## src/rtl/latch_frame_loader.sv

```systemverilog
// Serial-to-parallel writer for a bank of transparent latches: shifts in a frame MSB first,
// then presents it with one cycle of setup, a STROBE_LEN enable pulse and one cycle of hold.
// Optional even-parity check on a trailing bit is enabled by defining LATCH_FRAME_PARITY_EN.
module latch_frame_loader #(
  parameter int WIDTH      = 8,
  parameter int STROBE_LEN = 2
) (
  input  logic             clk,
  input  logic             rst_n,
  input  logic             start,
  input  logic             din,
  input  logic             din_valid,
  input  logic             abort,
  output logic [WIDTH-1:0] latch_d,
  output logic             latch_en,
  output logic             latch_rst,
  output logic             busy,
  output logic             done,
  output logic             par_err
);

  localparam int CW = $clog2(WIDTH + 1);
  localparam int SW = (STROBE_LEN > 1) ? $clog2(STROBE_LEN) : 1;
  localparam logic [CW-1:0] LAST_BIT    = CW'(WIDTH - 1);
  localparam logic [SW-1:0] LAST_STROBE = SW'(STROBE_LEN - 1);

  typedef enum logic [2:0] {
    IDLE   = 3'd0,
    SHIFT  = 3'd1,
    PARITY = 3'd2,
    SETUP  = 3'd3,
    STROBE = 3'd4,
    HOLD   = 3'd5
  } state_t;

  state_t           state_r;
  logic [WIDTH-1:0] shreg_r;
  logic [CW-1:0]    bit_cnt_r;
  logic [SW-1:0]    strobe_cnt_r;
  logic [WIDTH-1:0] word_s;

`ifdef LATCH_FRAME_PARITY_EN
  function automatic logic parity_ok(input logic [WIDTH-1:0] word, input logic pbit);
    return ~((^word) ^ pbit);
  endfunction
`endif

  // Shift register contents after accepting the current din bit.
  always_comb begin
    word_s = (shreg_r << 1) | {{(WIDTH-1){1'b0}}, din};
  end

  // Frame sequencer; every output is a flop so the latch bank sees glitch-free controls.
  always_ff @(posedge clk or negedge rst_n) begin
    if (!rst_n) begin
      state_r      <= IDLE;
      shreg_r      <= {WIDTH{1'b0}};
      bit_cnt_r    <= {CW{1'b0}};
      strobe_cnt_r <= {SW{1'b0}};
      latch_d      <= {WIDTH{1'b0}};
      latch_en     <= 1'b0;
      latch_rst    <= 1'b1;
      busy         <= 1'b0;
      done         <= 1'b0;
      par_err      <= 1'b0;
    end else begin
      done      <= 1'b0;
      par_err   <= 1'b0;
      latch_rst <= 1'b0;
      if (abort) begin
        // Only an interrupted strobe can leave the latches half-written, so only then clear them.
        state_r  <= IDLE;
        busy     <= 1'b0;
        latch_en <= 1'b0;
        if (state_r == STROBE) begin
          latch_rst <= 1'b1;
        end
      end else begin
        case (state_r)
          IDLE: begin
            if (start) begin
              state_r   <= SHIFT;
              busy      <= 1'b1;
              bit_cnt_r <= {CW{1'b0}};
            end
          end
          SHIFT: begin
            if (din_valid) begin
              shreg_r   <= word_s;
              bit_cnt_r <= bit_cnt_r + CW'(1);
              if (bit_cnt_r == LAST_BIT) begin
`ifdef LATCH_FRAME_PARITY_EN
                state_r <= PARITY;
`else
                state_r <= SETUP;
                latch_d <= word_s;
`endif
              end
            end
          end
`ifdef LATCH_FRAME_PARITY_EN
          PARITY: begin
            if (din_valid) begin
              if (parity_ok(shreg_r, din)) begin
                state_r <= SETUP;
                latch_d <= shreg_r;
              end else begin
                state_r <= IDLE;
                busy    <= 1'b0;
                par_err <= 1'b1;
              end
            end
          end
`endif
          SETUP: begin
            state_r      <= STROBE;
            latch_en     <= 1'b1;
            strobe_cnt_r <= {SW{1'b0}};
          end
          STROBE: begin
            if (strobe_cnt_r == LAST_STROBE) begin
              state_r  <= HOLD;
              latch_en <= 1'b0;
              done     <= 1'b1;
            end else begin
              strobe_cnt_r <= strobe_cnt_r + SW'(1);
            end
          end
          HOLD: begin
            state_r <= IDLE;
            busy    <= 1'b0;
          end
          default: begin
            state_r  <= IDLE;
            busy     <= 1'b0;
            latch_en <= 1'b0;
          end
        endcase
      end
    end
  end

endmodule

```

## config.mk

```make
export PLATFORM = sky130hd
export DESIGN_NAME = latch_frame_loader
export DESIGN_NICKNAME = d
export VERILOG_FILES = /design/src/rtl/latch_frame_loader.sv
export SDC_FILE = /design/constraint.sdc
export NUM_CORES = 1
export LEC_CHECK = 0
export CAP_MARGIN = 20
export CORE_UTILIZATION = 51
export DETAILED_ROUTE_END_ITERATION = 10
export GPL_TIMING_DRIVEN = 0
export PLACE_DENSITY_LB_ADDON = 0.3
export SYNTH_ARGS = -nofsm -noshare
export SYNTH_HDL_FRONTEND = slang
export SYNTH_SLANG_ARGS = --single-unit
export TNS_END_PERCENT = 10
```

## constraint.sdc

```tcl
create_clock -name clk -period 3.86 [get_ports clk]
set_input_delay 0.772 -clock clk [delete_from_list [all_inputs] [get_ports clk]]
set_output_delay 0.772 -clock clk [all_outputs]
set_load 0.005 [all_outputs]
```

# --- Word-level counts from Yosys, hierarchy flattened ---
# Index checks and enable logic that the tools add are counted.
word_totals:
  ff_bits: 27
  inputBits: 6
  output_inout_bits: 13
  wordCells: 60
op_classes:
  n_addsub: 2
  n_eq_ne: 13
  muxes: 22
  bitwise: 2
  reduce_logical: 12
ops:
  columns: ["cell", "n"]
  rows:
  - ["3-bit two-way mux", 5]
  - ["3-bit inequality test (second input constant)", 4]
  - ["3-bit case mux with 4 select lines", 1]
  - ["4-bit AND reduction", 3]
  - ["1-bit two-way mux", 10]
  - ["4-bit two-way mux", 2]
  - ["8-bit by 1-bit bitwise OR with 8-bit output", 1]
  - ["4-bit case mux with 2 select lines", 1]
  - ["3-bit equality test (second input constant)", 2]
  - ["2-bit AND reduction", 3]
  - ["3-bit OR reduction", 2]
  - ["4-bit by 1-bit adder with 4-bit output (second input constant)", 1]
  - ["4-bit by 3-bit equality test with 1-bit output (second input constant)", 1]
  - ["2-bit by 1-bit inequality test with 1-bit output (second input constant)", 2]
  - ["2-bit inequality test (second input constant)", 2]
  - ["1-bit case mux with 2 select lines", 2]
  - ["2-bit nonzero test", 2]
  - ["3-bit by 1-bit equality test with 1-bit output (second input constant)", 1]
  - ["3-bit by 2-bit equality test with 1-bit output (second input constant)", 1]
  - ["3-bit logical NOT", 1]
  - ["1-bit case mux with 3 select lines", 1]
  - ["3-bit AND reduction", 1]
  - ["1-bit adder (second input constant)", 1]
  - ["1-bit NOT", 1]

# --- Logic depth before layout (Yosys ltp) ---
# Gate-level depths: netlist of run 1.
depth:
  word_depth: 5
  depth_mapped: 4
  depth_no_buf: 4

# --- Worst setup path before layout of run 1 ---
# Ideal clock, no wire load.
synth_path:
  path_kind: "input-to-reg"
  from: "in abort"
  to: "reg bit_cnt_r[1]"
  arrival_ps: 1590
  t_required_ps: 3734
  setup_slack_ps: 2144
  stages: 4
  path_buffers: 1
  cell_sequence: "buf_6 > or3_4 > or2_1 > o2bb2ai_1"
synth_between:
  elab_chain_cells: 2
synth_lines:
  columns: ["item", "line_no", "text"]
  rows:
  - ["start, declared", "13", "input logic abort,"]
  - ["1-bit NOT (no source line)", null, null]
  - ["4-bit AND reduction (no source line)", null, null]
  - ["end signal, assigned", "58", "bit_cnt_r <= {CW{1'b0}};"]
  - ["end signal, assigned", "84", "bit_cnt_r <= {CW{1'b0}};"]
  - ["end signal, assigned", "90", "bit_cnt_r <= bit_cnt_r + CW'(1);"]
  - ["end, declared", "38", "logic [CW-1:0] bit_cnt_r;"]
# No other way between the ends.
# A chain may end at the register's enable or synchronous reset.

# --- Worst setup path in the final report of run 1 ---
layout_path:
  from: "reg latch_rst"
  to: "out latch_rst"
layout_lines:
  columns: ["item", "line_no", "text"]
  rows:
  - ["start, declared", "16", "output logic latch_rst,"]
  - ["start signal, assigned", "62", "latch_rst <= 1'b1;"]
  - ["start signal, assigned", "69", "latch_rst <= 1'b0;"]
  - ["start signal, assigned", "76", "latch_rst <= 1'b1;"]
# No word-level cell between the ends.

==> key figures, run 1 <==
CTS
  – Clock tree buffer depth: 2
  – H-tree levels: 1
  – Clk slew on worst S/H paths: 0.13 ns
  – Cts repair resizes: 0
  – Post-CTS Setup Bufs: 0
  – Post-CTS Hold Buffers: 0
  – Clock root buffer: clkbuf_4
  – # clock sinks: 27
  – Num CTS Buffers: 3
  – Clk Latency, worst-skew pair: 0.32 ns
  – CTS tree: done

Global route
  – First-pass GRT wire length: 3550 um
  – GRT overflow: 0
  – Antenna violations before repair: 0
  – Largest net degree at the start of global routing: 22
  – Vias in the first global route: 820
  – Gr usage total: 0.193

Critical path
  – Stages on the worst setup path: 1
  – Reg2Reg Depth: 4
  – WP data arrival: 1.34 ns
  – CP bufs+invs: 1
  – Required time worst endpoint: 3.09 ns
  – CP top delay family: flip-flops
  – CP Capture Type: output port
  – Reg-to-reg endpoint: latch_d[1]$_DFFE_PN0P_
  – Crit Path Max Fanout: 1
  – Critical-path top delay cell: dfstp_2
  – Reg2reg start: bit_cnt_r[0]$_DFFE_PN0P_
  – Largest stage delay on the critical path: 0.54 ns
  – Crit path from: latch_rst$_DFF_PN1_
  – CP Cell Sequence: clkdlybuf4s50_1
  – Setup slack, reg-to-reg: 2.28 ns
  – Setup CP Type: flip-flop to output port
  – CP endpoint: latch_rst
  – Crit start category: flip-flop

Floorplan
  – Row count: 17
  – Die Ht: 50.3 um
  – CORE AREA: 2210 um2
  – Width of the die: 50.3 um
  – Io pins: 19
  – Die Footprint: 2530 um2
  – Starting Density: 0.538

Routing
  – Drt initial violations: 10
  – DRC Markers: 0
  – Routed vias: 775
  – Router iterations before antenna repair: 4
  – Routed wire per std cell: 13.7 um
  – Antenna Nets Post-Route: 0
  – DR vias/cell: 5.38
  – Final WL: 1980 um

Pwr
  – Leakage: 0.000676 uW
  – Max IR drop VDD: 272 uV
  – Pwr Density: 365 nW/um2
  – Overall Power: 526 uW

Cells and area
  – Final Instance Count excl. Fillers: 144
  – Nets: 124
  – P&R area growth vs syn: 20.9%
  – Number of diodes: 0
  – Most frequent cells in the layout: dfrtp_1 (26), clkdlybuf4s50_1 (16), mux2_2 (15), nand2_1 (5), o21ai_0 (4)
  – Most common cell after layout, fill and taps aside: dfrtp_1
  – Fillers: 198
  – Layout cells sized above 1: 0.250

Synthesis
  – Asr flop ratio synth: 1.00
  – Yosys cell types: 39
  – Seq/Total Area, Yosys: 0.568
  – Mapped cell area: 1190 um2
  – Post-synth EDFFs: 0
  – Post-synthesis register bit count: 27
  – Mapped Avg Cell Area: 12.5 um2
  – Predominant post-synthesis flop cell: dfrtp_1
  – Syn. warnings: 0
  – Syn Nets: 102
  – Cells after synthesis: 95

Placement
  – Buffers on Ports: 16
  – Dpl hpwl: 1420 um
  – Pre-CTS setup slack: 1.72 ns
  – Placed Cells: 140
  – RD Place Congestion: 0.745

Timing
  – Setup ws final: 1.75 ns
  – Post-route setup TNS: 0 ns
  – Fmax: 0.474 GHz
  – Period utilization: 0.546
  – Skew final: 0.00248 ns
  – Unrepaired setup endpoints after global routing: false
  – Final setup viols: 0
  – Max-slew violations: 0
  – Final hold violation count: 0
  – Period minus WS final: 2.11 ns

Flow run
  – Max-Cap Viols: 0

Outcome
  – Status: complete, no violations

Worst hold path
  – Hold/Removal Path Class: flip-flop to flip-flop
## flip-flops by register name, summed over array words and instances, names as in the netlist
register      count
latch_d           8
shreg_r           7
bit_cnt_r         4
state_r           3
busy              1
done              1
latch_en          1
latch_rst         1
strobe_cnt_r      1
## metrics by stage
step           utilization  hold slack [ns]  cell area (um2)
2_1_floorplan            -            0.475             1190
3_3_place_gp         0.627            0.487             1390
3_5_place_dp         0.639            0.496             1410
4_1_cts              0.651            0.530             1440
5_1_grt              0.651            0.544             1440
6_report             0.651            0.524             1440
## routing by layer
layer / routed length (um) / GRT usage / up-vias
met1: 870 / 0.226 / 368
met3: 80 / 0.0364 / 8
li1: - / - / 373
met2: 964 / 0.311 / 26
met4: 64 / 0.144 / 0
met5: 0 / 0 / -
## report_power, final
| part | switching, uW | internal, uW |
|---|---|---|
| combinational | 27.9 | 40.9 |
| clock | 78.6 | 40.5 |
| sequential | 22.8 | 315 |
| total | 129 | 396 |
## how the worst min path moves through the flow
stage | depth (start not counted) | slack, ns | end | from
finish | 1 | 0.52 | latch_d[2]$_DFFE_PN0P_ | latch_d[2]$_DFFE_PN0P_
global route | 1 | 0.54 | latch_d[7]$_DFFE_PN0P_ | shreg_r[6]$_DFFE_PN0P_
CTS | 1 | 0.53 | latch_d[2]$_DFFE_PN0P_ | latch_d[2]$_DFFE_PN0P_
detailed placement | 1 | 0.50 | latch_d[7]$_DFFE_PN0P_ | shreg_r[6]$_DFFE_PN0P_
global placement | 1 | 0.49 | latch_d[7]$_DFFE_PN0P_ | shreg_r[6]$_DFFE_PN0P_
floorplan | 1 | 0.47 | latch_d[7]$_DFFE_PN0P_ | shreg_r[6]$_DFFE_PN0P_
## cell usage after synthesis (all sizes together), types with 2 or more instances
master | number | area, um2
a211oi | 2 | 15.0
a21oi | 2 | 10.0
buf | 4 | 28.8
dfrtp | 26 | 651
inv | 3 | 11.3
mux2 | 15 | 169
nand2 | 5 | 18.8
nand2b | 2 | 12.5
nand3 | 2 | 15.0
nor2 | 2 | 15.0
nor2b | 3 | 18.8
nor3 | 2 | 10.0
nor3b | 2 | 15.0
o21ai | 5 | 25.0
or2 | 2 | 12.5
## final cells by class
class                      instances  area [um2]  share of cell area
buffer                             5        32.5              0.0226
clock buffer                       4        26.3              0.0182
inverter                           3        11.3             0.00782
multi-input combinational         60         470               0.327
sequential                        27         677               0.470
tap                               28        35.0              0.0243
timing repair buffer              17         188               0.130
## cells by family (layout without fill, tap and decap cells)
group,after synthesis,after routing,synth area share
AOI/OAI and AO/OA,14,14,0.0735
DFF,27,27,0.568
adders and majority gates,1,1,0.0105
and+or+nand+nor,28,28,0.158
other,1,1,0.00315
buffers and inverters,8,29,0.0368
muxes,16,16,0.150
Note: power is estimated with default switching activity, not from simulation.
==> run 2: changes to the inputs <==
--- a/config.mk
+++ b/config.mk
@@ -6,7 +6,7 @@
 export NUM_CORES = 1
 export LEC_CHECK = 0
 export CAP_MARGIN = 20
-export CORE_UTILIZATION = 51
+export CORE_UTILIZATION = 46
 export DETAILED_ROUTE_END_ITERATION = 10
 export GPL_TIMING_DRIVEN = 0
 export PLACE_DENSITY_LB_ADDON = 0.3
==> constraint.sdc (replaced) <==
create_clock -name clk -period 1.9 [get_ports clk]
set_input_delay 0.38 -clock clk [delete_from_list [all_inputs] [get_ports clk]]
set_output_delay 0.38 -clock clk [all_outputs]
set_load 0.005 [all_outputs]
==> run 2 against run 1 <==
Combinational power rose by 100%. Register-to-register slack lost 1.9 ns. Critical endpoint unchanged. Sequential power up 100%.
==> key figures, run 2 (synthesis results as in run 1) <==
CTS
  – H-tree levels: 1 (unchanged)
  – CTS tree: done
  – Post-CTS Hold Buffers: 0 (unchanged)
  – Clk slew on worst S/H paths: 0.14 ns (about the same)
  – Clock root buffer: clkbuf_4
  – # clock sinks: 27 (unchanged)
  – Post-CTS Setup Bufs: 0 (unchanged)
  – Num CTS Buffers: 3 (unchanged)
  – Cts repair resizes: 0 (unchanged)
  – Clk Latency, worst-skew pair: 0.31 ns (about the same)
  – Clock tree buffer depth: 2 (unchanged)

Timing
  – Skew final: 0.00220 ns (-0.000273 ns)
  – Unrepaired setup endpoints after global routing: false
  – Period utilization: 0.907
  – Setup ws final: 0.176 ns (-1.58 ns)
  – Final hold violation count: 0 (unchanged)
  – Post-route setup TNS: 0 ns (unchanged)
  – Min Hold Slack: 0.253 ns (-0.271 ns)
  – Final setup viols: 0 (unchanged)
  – Max-slew violations: 0 (unchanged)
  – Period minus WS final: 1.72 ns
  – Fmax: 0.580 GHz

Critical path
  – Setup CP Type: flip-flop to output port
  – Critical-path top delay cell: dfstp_2
  – CP Capture Type: output port
  – Largest stage delay on the critical path: 0.55 ns (about the same)
  – CP Cell Sequence: clkdlybuf4s50_1
  – WP data arrival: 1.34 ns (about the same)
  – Reg2reg start: bit_cnt_r[0]$_DFFE_PN0P_
  – Reg-to-reg endpoint: latch_d[7]$_DFFE_PN0P_
  – Crit start category: flip-flop
  – Crit Path Max Fanout: 1 (unchanged)
  – Reg2Reg Depth: 4 (unchanged)
  – CP top delay family: flip-flops
  – CP bufs+invs: 1 (unchanged)
  – Required time worst endpoint: 1.52 ns (-1.57 ns)
  – Setup slack, reg-to-reg: 0.36 ns (-1.92 ns)

Cells and area
  – Reg with most FFs: latch_d
  – P&R area growth vs syn: 21.2%
  – Fillers: 230 (+16%)
  – Largest regs: latch_d: 8 flops, shreg_r: 7 flops, bit_cnt_r: 4 flops
  – Core Util, Final: 0.588 (-0.0628)
  – Nets: 124 (unchanged)
  – Max reg flops: 8 (unchanged)
  – Most frequent cells in the layout: dfrtp_1 (26), clkdlybuf4s50_1 (16), mux2_2 (15), nand2_1 (5), o21ai_0 (4)
  – Layout cells sized above 1: 0.259 (+0.00862)
  – Most common cell after layout, fill and taps aside: dfrtp_1
  – Final Instance Count excl. Fillers: 146 (+1.4%)
  – Number of diodes: 0 (unchanged)

Pwr
  – Leakage: 0.000678 uW (+0.40%)
  – Pwr Density: 739 nW/um2 (+100%)
  – Max IR drop VDD: 552 uV (+100%)

Flow run
  – Max-Cap Viols: 0 (unchanged)

Routing
  – Routed wire per std cell: 13.0 um (-5.4%)
  – Drt initial violations: 7 (-3)
  – Met3 routed WL: 70 um (-13%)
  – Met1 WL: 932 um (+7.1%)
  – Router iterations before antenna repair: 3 (-1)
  – Max layer used: met4
  – DR vias/cell: 5.29 (-1.8%)
  – Final WL: 1900 um (-4.1%)
  – Routed vias: 772 (-0.39%)
  – Routed length on met2: 880 um (-8.7%)
  – Antenna Nets Post-Route: 0 (unchanged)
  – DRC Markers: 0 (unchanged)

Floorplan
  – Starting Density: 0.485 (-0.0532)
  – Row count: 18 (+1)
  – Die Ht: 52.9 um (+5.1%)
  – Die Footprint: 2800 um2 (+10%)
  – Io pins: 19 (unchanged)
  – Width of the die: 52.9 um (+5.1%)
  – CORE AREA: 2450 um2 (+11%)

Worst hold path
  – Cells on Worst Hold Path: 2 (+1)
  – Hold/Removal Path Class: input pin to flip-flop
  – Worst Hold Launch: abort
  – Hold EP: busy$_DFFE_PN0P_

Global route
  – Antenna violations before repair: 0 (unchanged)
  – GRT overflow: 0 (unchanged)
  – Largest net degree at the start of global routing: 22 (unchanged)
  – Gr usage total: 0.166 (-0.0267)
  – First-pass GRT wire length: 3350 um (-5.6%)
  – Vias in the first global route: 772 (-5.9%)

Placement
  – Placed Cells: 142 (+1.4%)
  – RD Place Congestion: 0.694 (-6.8%)
  – Dpl hpwl: 1370 um (-3.1%)
  – Buffers on Ports: 16 (unchanged)
  – Pre-CTS setup slack: 0.186 ns (-1.53 ns)

Outcome
  – Status: complete, no violations
[run 2: changes by cell type in the layout (fill, tap and decap cells not counted)]
| cell | change |
|---|---|
| clkinv_2 | +1 |
| clkbuf_1 | -1 |
[run 2: through the flow]
step / cell area, um2 / power (uW)
after floorplan: 1190 / 779
after global placement: 1390 / 824
after detailed placement: 1420 / 840
after CTS: 1440 / 1080
after global routing: 1440 / 1130
final: 1440 / 1070
[run 2: area by class of cell]
cell class,count,area [um2],area share
sequential,27,677,0.469
clock buffer,3,22.5,0.0156
multi-input combinational,60,470,0.326
inverter,3,11.3,0.00780
buffer,5,32.5,0.0225
clock inverter,1,5.00,0.00347
timing repair buffer,17,188,0.130
tap,30,37.5,0.0260
[run 2: report_power, final]
| group | switching, uW | leakage [uW] | total [uW] | internal [uW] |
|---|---|---|---|---|
| sequential | 45.5 | 0.000360 | 685 | 640 |
| clock | 163 | 0.0000177 | 242 | 78.7 |
| combinational | 56.9 | 0.000300 | 140 | 83.2 |
| total | 265 | 0.000678 | 1070 | 802 |
[run 2: how the worst max path moves through the flow]
stage                                  start                endpoint  slack, ns  cells past startpoint
floorplan           bit_cnt_r[0]$_DFFE_PN0P_  latch_d[0]$_DFFE_PN0P_       0.48                      4
global route             latch_rst$_DFF_PN1_               latch_rst       0.11                      1
CTS                      latch_rst$_DFF_PN1_               latch_rst       0.15                      1
detailed placement                 din_valid  latch_d[7]$_DFFE_PN0P_       0.19                      3
global placement                       rst_n  latch_d[0]$_DFFE_PN0P_       0.09                      1
finish                   latch_rst$_DFF_PN1_               latch_rst       0.18                      1
[run 2: layer usage]
layer,vias up,global-route usage
met2,17,0.268
met1,379,0.222
met4,0,0.0526
met3,2,0.0345
met5,-,0
li1,374,-
